===== src/rtl/adc_readout_pkg.sv =====
// Shared definitions for the ADC capture FIFO readout block.
//   SYNC_HDR / SYNC_TRL : framing bytes that open and close every UART frame
//   state_t             : readout FSM state encoding
//   calc_baud_div       : clocks per UART bit, integer-truncated
package adc_readout_pkg;

    localparam logic [7:0] SYNC_HDR = 8'hA5;
    localparam logic [7:0] SYNC_TRL = 8'h5A;

    typedef enum logic [3:0] {
        IDLE,
        ARM,
        FILL,
        HDR,
        RD,
        RDWAIT,
        TXH,
        TXL,
        TRL0,
        TRL1,
        TRL2,
        TRL3,
        FIN
    } state_t;

    function automatic int calc_baud_div(input int clk_hz, input int baud);
        return clk_hz / baud;
    endfunction

endpackage


===== src/rtl/adc_fifo_readout_if.sv =====
// Read-side connection between the readout controller and the capture FIFO.
//   cap_en     : capture (write) enable level toward the FIFO
//   rden       : one-cycle read strobe per word
//   fifo_full  : FIFO full flag
//   fifo_empty : FIFO empty flag
//   fifo_dout  : read data, valid the cycle after rden
// master = readout controller, slave = FIFO.
interface adc_fifo_readout_if #(
    parameter int DATA_W = 16
) ();

    logic              cap_en;
    logic              rden;
    logic              fifo_full;
    logic              fifo_empty;
    logic [DATA_W-1:0] fifo_dout;

    modport master (
        output cap_en,
        output rden,
        input  fifo_full,
        input  fifo_empty,
        input  fifo_dout
    );

    modport slave (
        input  cap_en,
        input  rden,
        output fifo_full,
        output fifo_empty,
        output fifo_dout
    );

endinterface


===== src/rtl/uart_tx_byte.sv =====
// 8N1 byte serialiser.
//   rclk, mr : clock, async active-low reset (tx idles high in reset)
//   data     : byte to send, captured on load
//   load     : one-cycle start request, honoured only while ready
//   ready    : high when no byte is in flight
//   tx       : serial output, start 0, data LSB first, stop 1
// Every bit lasts exactly BAUD_DIV clocks; ready returns the cycle after
// the stop bit ends.
module uart_tx_byte #(
    parameter int BAUD_DIV = 10
) (
    input  logic       rclk,
    input  logic       mr,
    input  logic [7:0] data,
    input  logic       load,
    output logic       ready,
    output logic       tx
);

    localparam int CW = (BAUD_DIV > 1) ? $clog2(BAUD_DIV) : 1;
    localparam logic [CW-1:0] BIT_LAST = CW'(BAUD_DIV - 1);

    logic          r_active;
    logic          r_tx;
    logic [8:0]    r_shift;
    logic [3:0]    r_bit_idx;
    logic [CW-1:0] r_baud_cnt;

    // r_shift holds the data bits with the stop bit on top; shifting in 1s
    // keeps the line high once everything has gone out.
    always_ff @(posedge rclk or negedge mr) begin
        if (!mr) begin
            r_active   <= 1'b0;
            r_tx       <= 1'b1;
            r_shift    <= '1;
            r_bit_idx  <= '0;
            r_baud_cnt <= '0;
        end else if (!r_active) begin
            if (load) begin
                r_active   <= 1'b1;
                r_tx       <= 1'b0;
                r_shift    <= {1'b1, data};
                r_bit_idx  <= '0;
                r_baud_cnt <= BIT_LAST;
            end
        end else if (r_baud_cnt == '0) begin
            if (r_bit_idx == 4'd9) begin
                r_active <= 1'b0;
                r_tx     <= 1'b1;
            end else begin
                r_tx       <= r_shift[0];
                r_shift    <= {1'b1, r_shift[8:1]};
                r_bit_idx  <= r_bit_idx + 4'd1;
                r_baud_cnt <= BIT_LAST;
            end
        end else begin
            r_baud_cnt <= r_baud_cnt - 1'b1;
        end
    end

    assign ready = !r_active;
    assign tx    = r_tx;

endmodule


===== src/rtl/adc_fifo_readout.sv =====
// Capture FIFO readout controller.
//   rclk, mr : read-side clock, async active-low master reset
//   start    : one-cycle arm pulse (ignored while busy)
//   fifo     : capture FIFO read port (cap_en, rden, full, empty, dout)
//   uart_tx  : framed 8N1 stream: A5, data bytes (high byte first), 5A,
//              count hi, count lo, XOR of every byte after A5
//   busy     : accepted start until frame end
//   done     : one-cycle pulse at frame end
//   err      : sticky underrun flag, cleared by the next accepted start
//
// state  | meaning
// IDLE   | waiting for start
// ARM    | raise cap_en
// FILL   | hold cap_en until the FIFO is full
// HDR    | send sync header
// RD     | strobe rden, or abort to trailer on empty
// RDWAIT | wait for dout, latch word, update count/checksum
// TXH    | send upper byte
// TXL    | send lower byte, loop or finish
// TRL0-3 | send trailer sync, count hi, count lo, checksum
// FIN    | wait for last byte to leave, pulse done
module adc_fifo_readout
    import adc_readout_pkg::*;
#(
    parameter int DATA_W      = 16,
    parameter int NUM_SAMPLES = 1024,
    parameter int CLK_HZ      = 100_000_000,
    parameter int BAUD        = 115200
) (
    input  logic                rclk,
    input  logic                mr,
    input  logic                start,
    adc_fifo_readout_if.master  fifo,
    output logic                uart_tx,
    output logic                busy,
    output logic                done,
    output logic                err
);

    localparam int BAUD_DIV = calc_baud_div(CLK_HZ, BAUD);
    localparam logic [15:0] LAST_COUNT = 16'(NUM_SAMPLES);

    state_t      r_state;
    logic        r_cap_en;
    logic        r_rden;
    logic        r_busy;
    logic        r_done;
    logic        r_err;
    logic        r_rd_ph;
    logic        r_load;
    logic [7:0]  r_tx_data;
    logic [7:0]  r_hi;
    logic [7:0]  r_lo;
    logic [15:0] r_count;
    logic [7:0]  r_csum;

    logic        w_tx_ready;
    logic        w_can_load;
    logic [7:0]  w_dout_hi;
    logic [7:0]  w_dout_lo;

    assign w_dout_hi = fifo.fifo_dout[DATA_W-1 -: 8];
    assign w_dout_lo = fifo.fifo_dout[7:0];

    // ready still reads high the cycle after a load was issued, so the
    // pending load masks it to prevent a double launch.
    assign w_can_load = w_tx_ready && !r_load;

    always_ff @(posedge rclk or negedge mr) begin
        if (!mr) begin
            r_state   <= IDLE;
            r_cap_en  <= 1'b0;
            r_rden    <= 1'b0;
            r_busy    <= 1'b0;
            r_done    <= 1'b0;
            r_err     <= 1'b0;
            r_rd_ph   <= 1'b0;
            r_load    <= 1'b0;
            r_tx_data <= '0;
            r_hi      <= '0;
            r_lo      <= '0;
            r_count   <= '0;
            r_csum    <= '0;
        end else begin
            r_done <= 1'b0;
            r_load <= 1'b0;
            r_rden <= 1'b0;
            case (r_state)
                IDLE: begin
                    if (start) begin
                        r_busy  <= 1'b1;
                        r_err   <= 1'b0;
                        r_count <= '0;
                        r_csum  <= '0;
                        r_state <= ARM;
                    end
                end
                ARM: begin
                    r_cap_en <= 1'b1;
                    r_state  <= FILL;
                end
                FILL: begin
                    if (fifo.fifo_full) begin
                        r_cap_en <= 1'b0;
                        r_state  <= HDR;
                    end
                end
                HDR: begin
                    if (w_can_load) begin
                        r_load    <= 1'b1;
                        r_tx_data <= SYNC_HDR;
                        r_state   <= RD;
                    end
                end
                RD: begin
                    if (fifo.fifo_empty) begin
                        r_err   <= 1'b1;
                        r_state <= TRL0;
                    end else begin
                        r_rden  <= 1'b1;
                        r_rd_ph <= 1'b0;
                        r_state <= RDWAIT;
                    end
                end
                RDWAIT: begin
                    // first cycle: rden is on the port; second: dout valid
                    if (!r_rd_ph) begin
                        r_rd_ph <= 1'b1;
                    end else begin
                        r_hi    <= w_dout_hi;
                        r_lo    <= w_dout_lo;
                        r_count <= r_count + 16'd1;
                        r_csum  <= r_csum ^ w_dout_hi ^ w_dout_lo;
                        r_state <= TXH;
                    end
                end
                TXH: begin
                    if (w_can_load) begin
                        r_load    <= 1'b1;
                        r_tx_data <= r_hi;
                        r_state   <= TXL;
                    end
                end
                TXL: begin
                    if (w_can_load) begin
                        r_load    <= 1'b1;
                        r_tx_data <= r_lo;
                        r_state   <= (r_count == LAST_COUNT) ? TRL0 : RD;
                    end
                end
                TRL0: begin
                    if (w_can_load) begin
                        r_load    <= 1'b1;
                        r_tx_data <= SYNC_TRL;
                        r_state   <= TRL1;
                    end
                end
                TRL1: begin
                    if (w_can_load) begin
                        r_load    <= 1'b1;
                        r_tx_data <= r_count[15:8];
                        r_state   <= TRL2;
                    end
                end
                TRL2: begin
                    if (w_can_load) begin
                        r_load    <= 1'b1;
                        r_tx_data <= r_count[7:0];
                        r_state   <= TRL3;
                    end
                end
                TRL3: begin
                    if (w_can_load) begin
                        r_load    <= 1'b1;
                        r_tx_data <= r_csum ^ SYNC_TRL ^ r_count[15:8] ^ r_count[7:0];
                        r_state   <= FIN;
                    end
                end
                FIN: begin
                    // frame ends only once the checksum byte has left the line
                    if (w_can_load) begin
                        r_done  <= 1'b1;
                        r_busy  <= 1'b0;
                        r_state <= IDLE;
                    end
                end
                default: begin
                    r_state <= IDLE;
                end
            endcase
        end
    end

    uart_tx_byte #(
        .BAUD_DIV (BAUD_DIV)
    ) u_uart_tx_byte (
        .rclk  (rclk),
        .mr    (mr),
        .data  (r_tx_data),
        .load  (r_load),
        .ready (w_tx_ready),
        .tx    (uart_tx)
    );

    assign fifo.cap_en = r_cap_en;
    assign fifo.rden   = r_rden;
    assign busy        = r_busy;
    assign done        = r_done;
    assign err         = r_err;

endmodule


===== src/flat_wrapper.sv =====
// flat-port wrapper written by rule: the top's interface ports become plain ports
module adc_fifo_readout_flat import adc_readout_pkg::*;
#(
    parameter int DATA_W      = 16,
    parameter int NUM_SAMPLES = 1024,
    parameter int CLK_HZ      = 100_000_000,
    parameter int BAUD        = 115200
)
  (rclk, mr, start, uart_tx, busy, done, err, fifo_cap_en, fifo_rden, fifo_fifo_full, fifo_fifo_empty, fifo_fifo_dout);
  adc_fifo_readout_if #(.DATA_W(DATA_W)) fifo_i ();
  input  logic rclk;
  input  logic mr;
  input  logic start;
  output logic uart_tx;
  output logic busy;
  output logic done;
  output logic err;
  output wire logic [$bits(fifo_i.cap_en)-1:0] fifo_cap_en;
  output wire logic [$bits(fifo_i.rden)-1:0] fifo_rden;
  input wire logic [$bits(fifo_i.fifo_full)-1:0] fifo_fifo_full;
  input wire logic [$bits(fifo_i.fifo_empty)-1:0] fifo_fifo_empty;
  input wire logic [$bits(fifo_i.fifo_dout)-1:0] fifo_fifo_dout;
  assign fifo_cap_en = fifo_i.cap_en;
  assign fifo_rden = fifo_i.rden;
  assign fifo_i.fifo_full = fifo_fifo_full;
  assign fifo_i.fifo_empty = fifo_fifo_empty;
  assign fifo_i.fifo_dout = fifo_fifo_dout;
  adc_fifo_readout #(.DATA_W(DATA_W), .NUM_SAMPLES(NUM_SAMPLES), .CLK_HZ(CLK_HZ), .BAUD(BAUD)) u_core (.rclk(rclk), .mr(mr), .start(start), .fifo(fifo_i), .uart_tx(uart_tx), .busy(busy), .done(done), .err(err));
endmodule

===== config.mk =====
export PLATFORM = sky130hd
export DESIGN_NAME = adc_fifo_readout_flat
export DESIGN_NICKNAME = d
export VERILOG_FILES = /design/src/rtl/adc_readout_pkg.sv /design/src/rtl/adc_fifo_readout_if.sv /design/src/rtl/uart_tx_byte.sv /design/src/rtl/adc_fifo_readout.sv /design/src/flat_wrapper.sv
export SDC_FILE = /design/constraint.sdc
export NUM_CORES = 1
export LEC_CHECK = 0
export ABC_AREA = 0
export CAP_MARGIN = 20
export CELL_PAD_IN_SITES_DETAIL_PLACEMENT = 2
export CELL_PAD_IN_SITES_GLOBAL_PLACEMENT = 2
export CORE_ASPECT_RATIO = 1.1
export CORE_MARGIN = 2
export CORE_UTILIZATION = 35
export CTS_CLUSTER_SIZE = 28
export DETAILED_ROUTE_END_ITERATION = 16
export PLACE_DENSITY_LB_ADDON = 0.1
export SETUP_SLACK_MARGIN = 0.1
export SLEW_MARGIN = 20
export SYNTH_ARGS = -nofsm -noshare
export SYNTH_HDL_FRONTEND = slang
export SYNTH_SLANG_ARGS = --single-unit

===== constraint.sdc =====
create_clock -name rclk -period 2.15 [get_ports rclk]
set_clock_uncertainty 0.05 [all_clocks]
set_input_delay 0.3225 -clock rclk [delete_from_list [all_inputs] [get_ports rclk]]
set_output_delay 0.3225 -clock rclk [all_outputs]
set_load 0.02 [all_outputs]

==> results of run 1 <==
[cells by family (layout without fill, tap and decap cells)]
| kind of cell | Yosys count | count (layout) | synth area share |
|---|---|---|---|
| simple gates | 163 | 163 | 0.198 |
| mux | 43 | 43 | 0.0999 |
| flops | 83 | 83 | 0.444 |
| xor+xnor | 29 | 29 | 0.0541 |
| buf+inv | 41 | 104 | 0.0354 |
| compound gates | 107 | 107 | 0.155 |
| fa+ha+maj | 5 | 5 | 0.0133 |
[power breakdown]
group          switching [mW]  internal [mW]  leakage, nW  total, mW
clock network           0.666           1.05        0.163       1.72
registers              0.0255           1.59        0.966       1.62
logic                  0.0766         0.0904         1.27      0.167
[cell usage after synthesis, types with 4 or more instances]
cell type and n:
a21oi_1 17, a221oi_1 6, a31oi_1 9, and3_1 6, buf_1 4, buf_2 7, clkbuf_1 15, dfrtp_1 74
dfstp_2 9, ha_1 5, inv_1 13, mux2_2 31, mux2i_1 12, nand2_1 30, nand2b_1 16, nand3_1 19
nand3b_1 4, nor2_1 28, nor2b_1 6, nor3b_1 4, nor4_1 7, o21ai_0 28, o2bb2ai_1 12, o31ai_1 5
or2_2 4, or3_1 9, or4_1 7, xnor2_1 18, xor2_1 11
[worst paths after layout]
kind | startpoint | endpoint | depth (start not counted)
max in group asynchronous | mr | u_core.r_hi[6] | 3
setup reg to reg | u_core.u_uart_tx_byte.r_baud_cnt[0] | u_core.u_uart_tx_byte.r_baud_cnt[8] | 6
hold / removal | u_core.r_tx_data[1] | u_core.r_tx_data[1] | 2
setup / recovery | u_core.u_uart_tx_byte.r_baud_cnt[0] | u_core.u_uart_tx_byte.r_baud_cnt[8] | 6
min in group asynchronous | mr | u_core.busy | 2
hold reg to reg | u_core.r_tx_data[1] | u_core.r_tx_data[1] | 2
[cell type report]
type / instances / area [sq um]
sequential: 83 / 2090
clock inverter: 6 / 87.6
clock buffer: 10 / 239
fill: 1395 / 7360
timing repair buffer: 74 / 633
inverter: 14 / 52.6
tap: 161 / 201
multi-input combinational: 347 / 2490
[flip-flops by register name, summed over array words and instances, names as in the netlist, 8 cells and up]
register,count
u_core.r_count,16
u_core.u_uart_tx_byte.r_baud_cnt,10
u_core.r_csum,8
u_core.r_hi,8
u_core.r_lo,8
u_core.r_tx_data,8
u_core.u_uart_tx_byte.r_shift,8
[worst max-delay path, stage by stage (launching register included)]
cell	delay [ns]
dfrtp_1	0.39
inv_2	0.08
ha_4	0.13
or3b_4	0.42
or4_4	0.46
nor4_4	0.24
mux2i_1	0.20
[metal layers]
metal | wire [microns] | global-route usage
met3 | 276 | 0.0247
met2 | 6780 | 0.338
met1 | 5920 | 0.253
met5 | 0 | 0
met4 | 303 | 0.0760
[per-stage QoR]
stage	hold WS [ns]	util	total power, mW
2_1_floorplan	-0.0231	-	1.71
3_3_place_gp	0.310	0.408	1.81
3_5_place_dp	0.315	0.408	1.82
4_1_cts	0.454	0.436	3.55
5_1_grt	0.480	0.440	3.63
6_report	0.447	0.440	3.50
[placed cells by master, fill, tap and decap left out, types with 3 or more instances in the layout]
cell type	Yosys	layout
o31ai_1	5	5
o22ai_1	3	3
nor2_1	28	28
nor4_1	7	6
xnor2_1	18	18
mux2i_1	12	12
or2_2	4	4
nand3_1	19	19
clkdlybuf4s50_1	0	25
o21ai_0	28	28
o2bb2ai_1	12	12
inv_1	13	11
a22o_1	3	3
or3_1	9	9
nor2b_1	6	6
a21oi_1	17	17
ha_1	5	4
nand2_1	30	30
o211ai_1	3	3
nor3b_1	4	4
mux2_2	31	31
a31oi_1	9	9
a211oi_1	3	3
xor2_1	11	11
nand4_1	3	3
clkbuf_16	0	9
dfstp_2	9	9
and2_1	3	3
and3_1	6	6
nand2b_1	16	16
buf_4	1	47
a32o_1	3	3
dfrtp_1	74	71
or4_1	7	6
and4_1	3	3
dfrtp_2	0	3
nand3b_1	4	4
a221oi_1	6	6
[what timing repair did]
item	CTS	global route
pin swaps	2	3
endpoints found under the hold margin	31	0
buffers inserted	2	4
endpoints found under the setup margin	9	24
hold buffers	1	0
resized for setup	5	7
==> flow_summary.html, run 1 <==
<table>
<tr><th>Metric</th><th>Value</th></tr>
<tr><th colspan="2">Run status</th></tr>
<tr><td>Run status</td><td>complete, no violations</td></tr>
<tr><th colspan="2">Worst setup path</th></tr>
<tr><td>Arrival time of data at the critical path endpoint</td><td>2.27 ns</td></tr>
<tr><td>Required time worst endpoint</td><td>2.38 ns</td></tr>
<tr><td>Critical path startpoint category</td><td>flip-flop</td></tr>
<tr><td>CP Class</td><td>reg2reg</td></tr>
<tr><td>Worst setup slack for register-to-register paths</td><td>0.11 ns</td></tr>
<tr><td>Kind of end point of the critical path</td><td>flip-flop</td></tr>
<tr><td>Maximum net fanout on the critical path</td><td>5</td></tr>
<tr><th colspan="2">Final layout</th></tr>
<tr><td>Post-route non-filler standard cell count</td><td>695</td></tr>
<tr><td>Final instance area</td><td>0.00579 sq mm</td></tr>
<tr><td>Ant. Diodes</td><td>0</td></tr>
<tr><td>Count of nets after finishing</td><td>555</td></tr>
<tr><td>Layout-stage area growth over the synthesis result</td><td>23.3%</td></tr>
<tr><td>Layout cells sized above 1</td><td>0.238</td></tr>
<tr><th colspan="2">Drt</th></tr>
<tr><td>Detail-routed net length per standard cell</td><td>19.1 microns</td></tr>
<tr><td>Aggregate routed wire length</td><td>13300 microns</td></tr>
<tr><td>Number of detailed-route iterations in the first pass</td><td>4</td></tr>
<tr><td>Per-cell via count in the routed design</td><td>5.61</td></tr>
<tr><td>Number of nets with antenna violations after detailed routing</td><td>0</td></tr>
<tr><td>Residual DRC count</td><td>0</td></tr>
<tr><td>Initial detailed-routing violation count</td><td>87</td></tr>
<tr><td>Number of vias in the routed layout</td><td>3896</td></tr>
<tr><th colspan="2">Synthesis</th></tr>
<tr><td>Count of flip-flops with a built-in enable after synthesis</td><td>0</td></tr>
<tr><td>Post-synth design cell area</td><td>0.00470 sq mm</td></tr>
<tr><td>Largest cells by area after synthesis</td><td>dfrtp_1 39%, mux2_2 7.4%, dfstp_2 5.0%</td></tr>
<tr><td>Mean instance size in the synthesized netlist</td><td>9.98 sq um</td></tr>
<tr><td>Synth async-reset ratio</td><td>1.00</td></tr>
<tr><td>Most used flip-flop cell after synthesis</td><td>dfrtp_1</td></tr>
<tr><td>Flops &amp; latches, synth</td><td>83</td></tr>
<tr><td>Post-synth net total</td><td>497</td></tr>
<tr><td>Share of synthesized area occupied by flip-flops and latches</td><td>0.444</td></tr>
<tr><td>Number of cells produced by synthesis</td><td>471</td></tr>
<tr><td>Cell taking the most area after synthesis</td><td>dfrtp_1</td></tr>
<tr><td>Count of warnings emitted by yosys</td><td>0</td></tr>
<tr><td>Share of the synthesized area in the top cell type</td><td>0.394</td></tr>
<tr><td>Netlist cell types</td><td>63</td></tr>
<tr><th colspan="2">Place</th></tr>
<tr><td>Placed Cells incl. Taps</td><td>672</td></tr>
<tr><td>Instance area after placement</td><td>0.00537 sq mm</td></tr>
<tr><td>HPWL reported at the end of detailed placement</td><td>10000 microns</td></tr>
<tr><td>Worst slack at placement</td><td>-0.0935 ns</td></tr>
<tr><td>Port Buffers</td><td>26</td></tr>
<tr><td>Placer congestion estimate</td><td>0.786</td></tr>
<tr><th colspan="2">Clock tree</th></tr>
<tr><td>Worst-path clk slew</td><td>0.07 ns</td></tr>
<tr><td>Number of buffers between clock root and the deepest sink</td><td>2</td></tr>
<tr><td>Number of H-tree levels</td><td>3</td></tr>
<tr><td>CTS Root Buffer Type</td><td>clkbuf_16</td></tr>
<tr><td>Number of buffers added by the clock tree synthesis step</td><td>9</td></tr>
<tr><td>TritonCTS clock tree</td><td>yes</td></tr>
<tr><td>Worst-Skew Late Latency</td><td>0.35 ns</td></tr>
<tr><td>Sinks on the clock net</td><td>83</td></tr>
<tr><th colspan="2">GRT</th></tr>
<tr><td>First-pass GRT wire length</td><td>22300 microns</td></tr>
<tr><td>Maximum number of pins on one net before global-route repair</td><td>43</td></tr>
<tr><td>Residual overflow from global routing</td><td>0</td></tr>
<tr><td>Number of antenna violations at the first check in global routing</td><td>0</td></tr>
<tr><td>Global routing usage summed across all routing layers</td><td>0.198</td></tr>
<tr><td>Number of global-route vias before repair</td><td>4249</td></tr>
<tr><th colspan="2">STA</th></tr>
<tr><td>Slack of the critical path</td><td>0.109 ns</td></tr>
<tr><td>Total Neg Setup Slack</td><td>0 ns</td></tr>
<tr><td>Setup-violating endpoint count in the final report</td><td>0</td></tr>
<tr><td>Period utilisation layout</td><td>0.949</td></tr>
<tr><td>Setup repair after global routing missed its margin</td><td>true</td></tr>
<tr><td>Number of hold violations in the final report</td><td>0</td></tr>
<tr><td>Highest clock frequency the design can meet</td><td>490 MHz</td></tr>
<tr><td>Worst-margin pin slew</td><td>0.580 ns</td></tr>
<tr><td>Max Transition Viols Final</td><td>0</td></tr>
<tr><td>Min Clock Period, post-route</td><td>2.04 ns</td></tr>
<tr><td>Worst slew margin relative to its limit</td><td>0.613</td></tr>
<tr><th colspan="2">Floorplanning</th></tr>
<tr><td>Starting density of the core</td><td>0.357</td></tr>
<tr><td>I/O Pins</td><td>27</td></tr>
<tr><td>Chip Width</td><td>114 microns</td></tr>
<tr><td># rows</td><td>44</td></tr>
<tr><td>Die footprint</td><td>0.0144 sq mm</td></tr>
<tr><td>Core region area</td><td>0.0132 sq mm</td></tr>
<tr><td>DIE HEIGHT</td><td>126 microns</td></tr>
<tr><th colspan="2">Power</th></tr>
<tr><td>Power density over the cells</td><td>605 mW/mm^2</td></tr>
<tr><td>Leakage power figure</td><td>2.39 nW</td></tr>
<tr><td>Peak ir drop on the vdd network</td><td>0.338 mV</td></tr>
<tr><th colspan="2">Worst hold path</th></tr>
<tr><td>Tightest Hold Check Type</td><td>reg2reg</td></tr>
<tr><th colspan="2">Job</th></tr>
<tr><td>Max-cap violation count</td><td>0</td></tr>
</table>
No activity file was read; power rests on OpenSTA's default activity.
==> run 2, diff against run 1 <==
--- a/config.mk
+++ b/config.mk
@@ -16,6 +16,7 @@
 export DETAILED_ROUTE_END_ITERATION = 16
 export PLACE_DENSITY_LB_ADDON = 0.1
 export SETUP_SLACK_MARGIN = 0.1
+export SKIP_CTS_REPAIR_TIMING = 1
 export SLEW_MARGIN = 20
 export SYNTH_ARGS = -nofsm -noshare
 export SYNTH_HDL_FRONTEND = slang
==> run 2 against run 1 <==
Effect of this change:
- hold slack lost 0.0034 ns
- die area is the same
- sequential power is essentially flat
- non-clock buffer count shrank 4
- power is essentially flat
- utilization fell by 0.31 points
- global-route usage decreased by 0.12 points
- fmax is 2.1% lower
- final area down 0.71%
- cell count down 0.58%
- via count down 0.56%
- critical endpoint is now u_core.u_uart_tx_byte.r_baud_cnt[6]
==> flow_summary.html, run 2 (same netlist as run 1, synthesis figures left out) <==
<table>
<tr><th>Metric</th><th>Value</th></tr>
<tr><th colspan="2">Run status</th></tr>
<tr><td>Run status</td><td>complete, no violations</td></tr>
<tr><th colspan="2">Drt</th></tr>
<tr><td>Initial detailed-routing violation count</td><td>103</td></tr>
<tr><td>Number of detailed-route iterations in the first pass</td><td>4</td></tr>
<tr><td>Per-cell via count in the routed design</td><td>5.61</td></tr>
<tr><td>Aggregate routed wire length</td><td>13200 microns</td></tr>
<tr><td>Detailed-route wire length on metal 1</td><td>5930 microns</td></tr>
<tr><td>Total length of routed met3 wires</td><td>230 microns</td></tr>
<tr><td>Residual DRC count</td><td>0</td></tr>
<tr><td>Number of vias in the routed layout</td><td>3874</td></tr>
<tr><td>DR WL met2</td><td>6740 microns</td></tr>
<tr><td>Detail-routed net length per standard cell</td><td>19.1 microns</td></tr>
<tr><td>Top layer reached by signal wires</td><td>met4</td></tr>
<tr><td>Number of nets with antenna violations after detailed routing</td><td>0</td></tr>
<tr><th colspan="2">GRT</th></tr>
<tr><td>Global routing usage summed across all routing layers</td><td>0.197</td></tr>
<tr><td>Number of global-route vias before repair</td><td>4233</td></tr>
<tr><td>Maximum number of pins on one net before global-route repair</td><td>43</td></tr>
<tr><td>Residual overflow from global routing</td><td>0</td></tr>
<tr><td>First-pass GRT wire length</td><td>22200 microns</td></tr>
<tr><td>Number of antenna violations at the first check in global routing</td><td>0</td></tr>
<tr><th colspan="2">Worst setup path</th></tr>
<tr><td>Arrival time of data at the critical path endpoint</td><td>2.32 ns</td></tr>
<tr><td>Maximum net fanout on the critical path</td><td>5</td></tr>
<tr><td>Required time worst endpoint</td><td>2.39 ns</td></tr>
<tr><td>CP Class</td><td>reg2reg</td></tr>
<tr><td>Kind of end point of the critical path</td><td>flip-flop</td></tr>
<tr><td>Critical path startpoint category</td><td>flip-flop</td></tr>
<tr><th colspan="2">STA</th></tr>
<tr><td>Setup-violating endpoint count in the final report</td><td>0</td></tr>
<tr><td>Period utilisation layout</td><td>0.970</td></tr>
<tr><td>Worst-margin pin slew</td><td>0.580 ns</td></tr>
<tr><td>Min Clock Period, post-route</td><td>2.09 ns</td></tr>
<tr><td>Max Transition Viols Final</td><td>0</td></tr>
<tr><td>Highest clock frequency the design can meet</td><td>480 MHz</td></tr>
<tr><td>Number of hold violations in the final report</td><td>0</td></tr>
<tr><td>Worst slew margin relative to its limit</td><td>0.613</td></tr>
<tr><td>Setup repair after global routing missed its margin</td><td>true</td></tr>
<tr><th colspan="2">Clock tree</th></tr>
<tr><td>TritonCTS clock tree</td><td>yes</td></tr>
<tr><td>Number of H-tree levels</td><td>3</td></tr>
<tr><td>Worst-Skew Late Latency</td><td>0.35 ns</td></tr>
<tr><td>Worst-path clk slew</td><td>0.07 ns</td></tr>
<tr><td>Number of buffers between clock root and the deepest sink</td><td>2</td></tr>
<tr><td>Number of buffers added by the clock tree synthesis step</td><td>9</td></tr>
<tr><td>CTS Root Buffer Type</td><td>clkbuf_16</td></tr>
<tr><td>Sinks on the clock net</td><td>83</td></tr>
<tr><th colspan="2">Final layout</th></tr>
<tr><td>Ant. Diodes</td><td>0</td></tr>
<tr><td>Layout-stage area growth over the synthesis result</td><td>22.4%</td></tr>
<tr><td>Registers with the highest flip-flop counts</td><td>u_core.r_count: 16 flops, u_core.u_uart_tx_byte.r_baud_cnt: 10 flops</td></tr>
<tr><td>Most common cell after layout, fill and taps aside</td><td>dfrtp_1</td></tr>
<tr><td>Largest register by flop count</td><td>u_core.r_count</td></tr>
<tr><td>Commonest non-fill, non-tap cells in the layout</td><td>71 x dfrtp_1, 43 x buf_4, 31 x mux2_2</td></tr>
<tr><td>Post-route non-filler standard cell count</td><td>691</td></tr>
<tr><td>Final instance area</td><td>0.00575 sq mm</td></tr>
<tr><td>Largest register FFs</td><td>16</td></tr>
<tr><td>Count of nets after finishing</td><td>551</td></tr>
<tr><td>Layout cells sized above 1</td><td>0.228</td></tr>
<tr><th colspan="2">Place</th></tr>
<tr><td>Placer congestion estimate</td><td>0.786</td></tr>
<tr><td>Instance area after placement</td><td>0.00537 sq mm</td></tr>
<tr><td>HPWL reported at the end of detailed placement</td><td>10000 microns</td></tr>
<tr><td>Port Buffers</td><td>26</td></tr>
<tr><td>Placed Cells incl. Taps</td><td>672</td></tr>
<tr><th colspan="2">Power</th></tr>
<tr><td>Leakage power figure</td><td>2.38 nW</td></tr>
<tr><td>Power density over the cells</td><td>609 mW/mm^2</td></tr>
<tr><td>Peak ir drop on the vdd network</td><td>0.339 mV</td></tr>
<tr><th colspan="2">Floorplanning</th></tr>
<tr><td>DIE HEIGHT</td><td>126 microns</td></tr>
<tr><td>Chip Width</td><td>114 microns</td></tr>
<tr><td>Core region area</td><td>0.0132 sq mm</td></tr>
<tr><td>Starting density of the core</td><td>0.357</td></tr>
<tr><td>I/O Pins</td><td>27</td></tr>
<tr><td># rows</td><td>44</td></tr>
<tr><td>Die footprint</td><td>0.0144 sq mm</td></tr>
<tr><th colspan="2">Job</th></tr>
<tr><td>Max-cap violation count</td><td>0</td></tr>
<tr><th colspan="2">Worst hold path</th></tr>
<tr><td>Tightest Hold Check Type</td><td>reg2reg</td></tr>
</table>
## run 2: critical path, stage by stage (launching register included)
cell and delay [ns]:
dfrtp_1 0.38, inv_1 0.08, ha_2 0.18, or3b_4 0.41, or4_4 0.46, or3_1 0.39, nand3_1 0.08
## run 2: layer usage
| layer | up-vias | global-route usage |
|---|---|---|
| met5 | - | 0 |
| met3 | 17 | 0.0247 |
| met2 | 38 | 0.334 |
| met4 | 0 | 0.0760 |
| li1 | 1833 | - |
| met1 | 1986 | 0.253 |
## run 2: power by group
group	total (mW)	internal, mW	switching [mW]
sequential	1.62	1.59	0.0255
combinational	0.167	0.0904	0.0768
clock	1.72	1.05	0.666
## run 2: path summary, 6_finish.rpt
check,startpoint,to,slack (ns),cells after the start
min in group asynchronous,mr,u_core.busy,0.46,2
max reg2reg,u_core.u_uart_tx_byte.r_baud_cnt[0],u_core.u_uart_tx_byte.r_baud_cnt[6],0.06,6
max,u_core.u_uart_tx_byte.r_baud_cnt[0],u_core.u_uart_tx_byte.r_baud_cnt[6],0.06,6
max in group asynchronous,mr,u_core.r_hi[6],0.99,3
min reg2reg,u_core.r_tx_data[1],u_core.r_tx_data[1],0.44,2
min,u_core.r_tx_data[1],u_core.r_tx_data[1],0.44,2
## run 2: final cells by class
type / instances / area, sq um
fillers: 1397 / 7410
multi-input cells: 347 / 2480
flip-flops and latches: 83 / 2090
repair buffers: 70 / 603
clock buffers: 10 / 239
well taps: 161 / 201
clock inverters: 6 / 87.6
inverters: 14 / 52.6
## run 2: stage by stage
step	total power, mW	setup slack [ns]	util	hold slack [ns]	TNS (ns)
2_1_floorplan	1.71	0.0895	-	-0.0231	0
3_3_place_gp	1.81	-0.0185	0.408	0.310	-0.135
3_5_place_dp	1.82	-0.0935	0.408	0.315	-0.763
4_1_cts	3.55	-0.0322	0.433	-0.0584	-0.0333
5_1_grt	3.63	-0.0223	0.437	0.480	-0.0260
6_report	3.50	0.0645	0.437	0.444	0
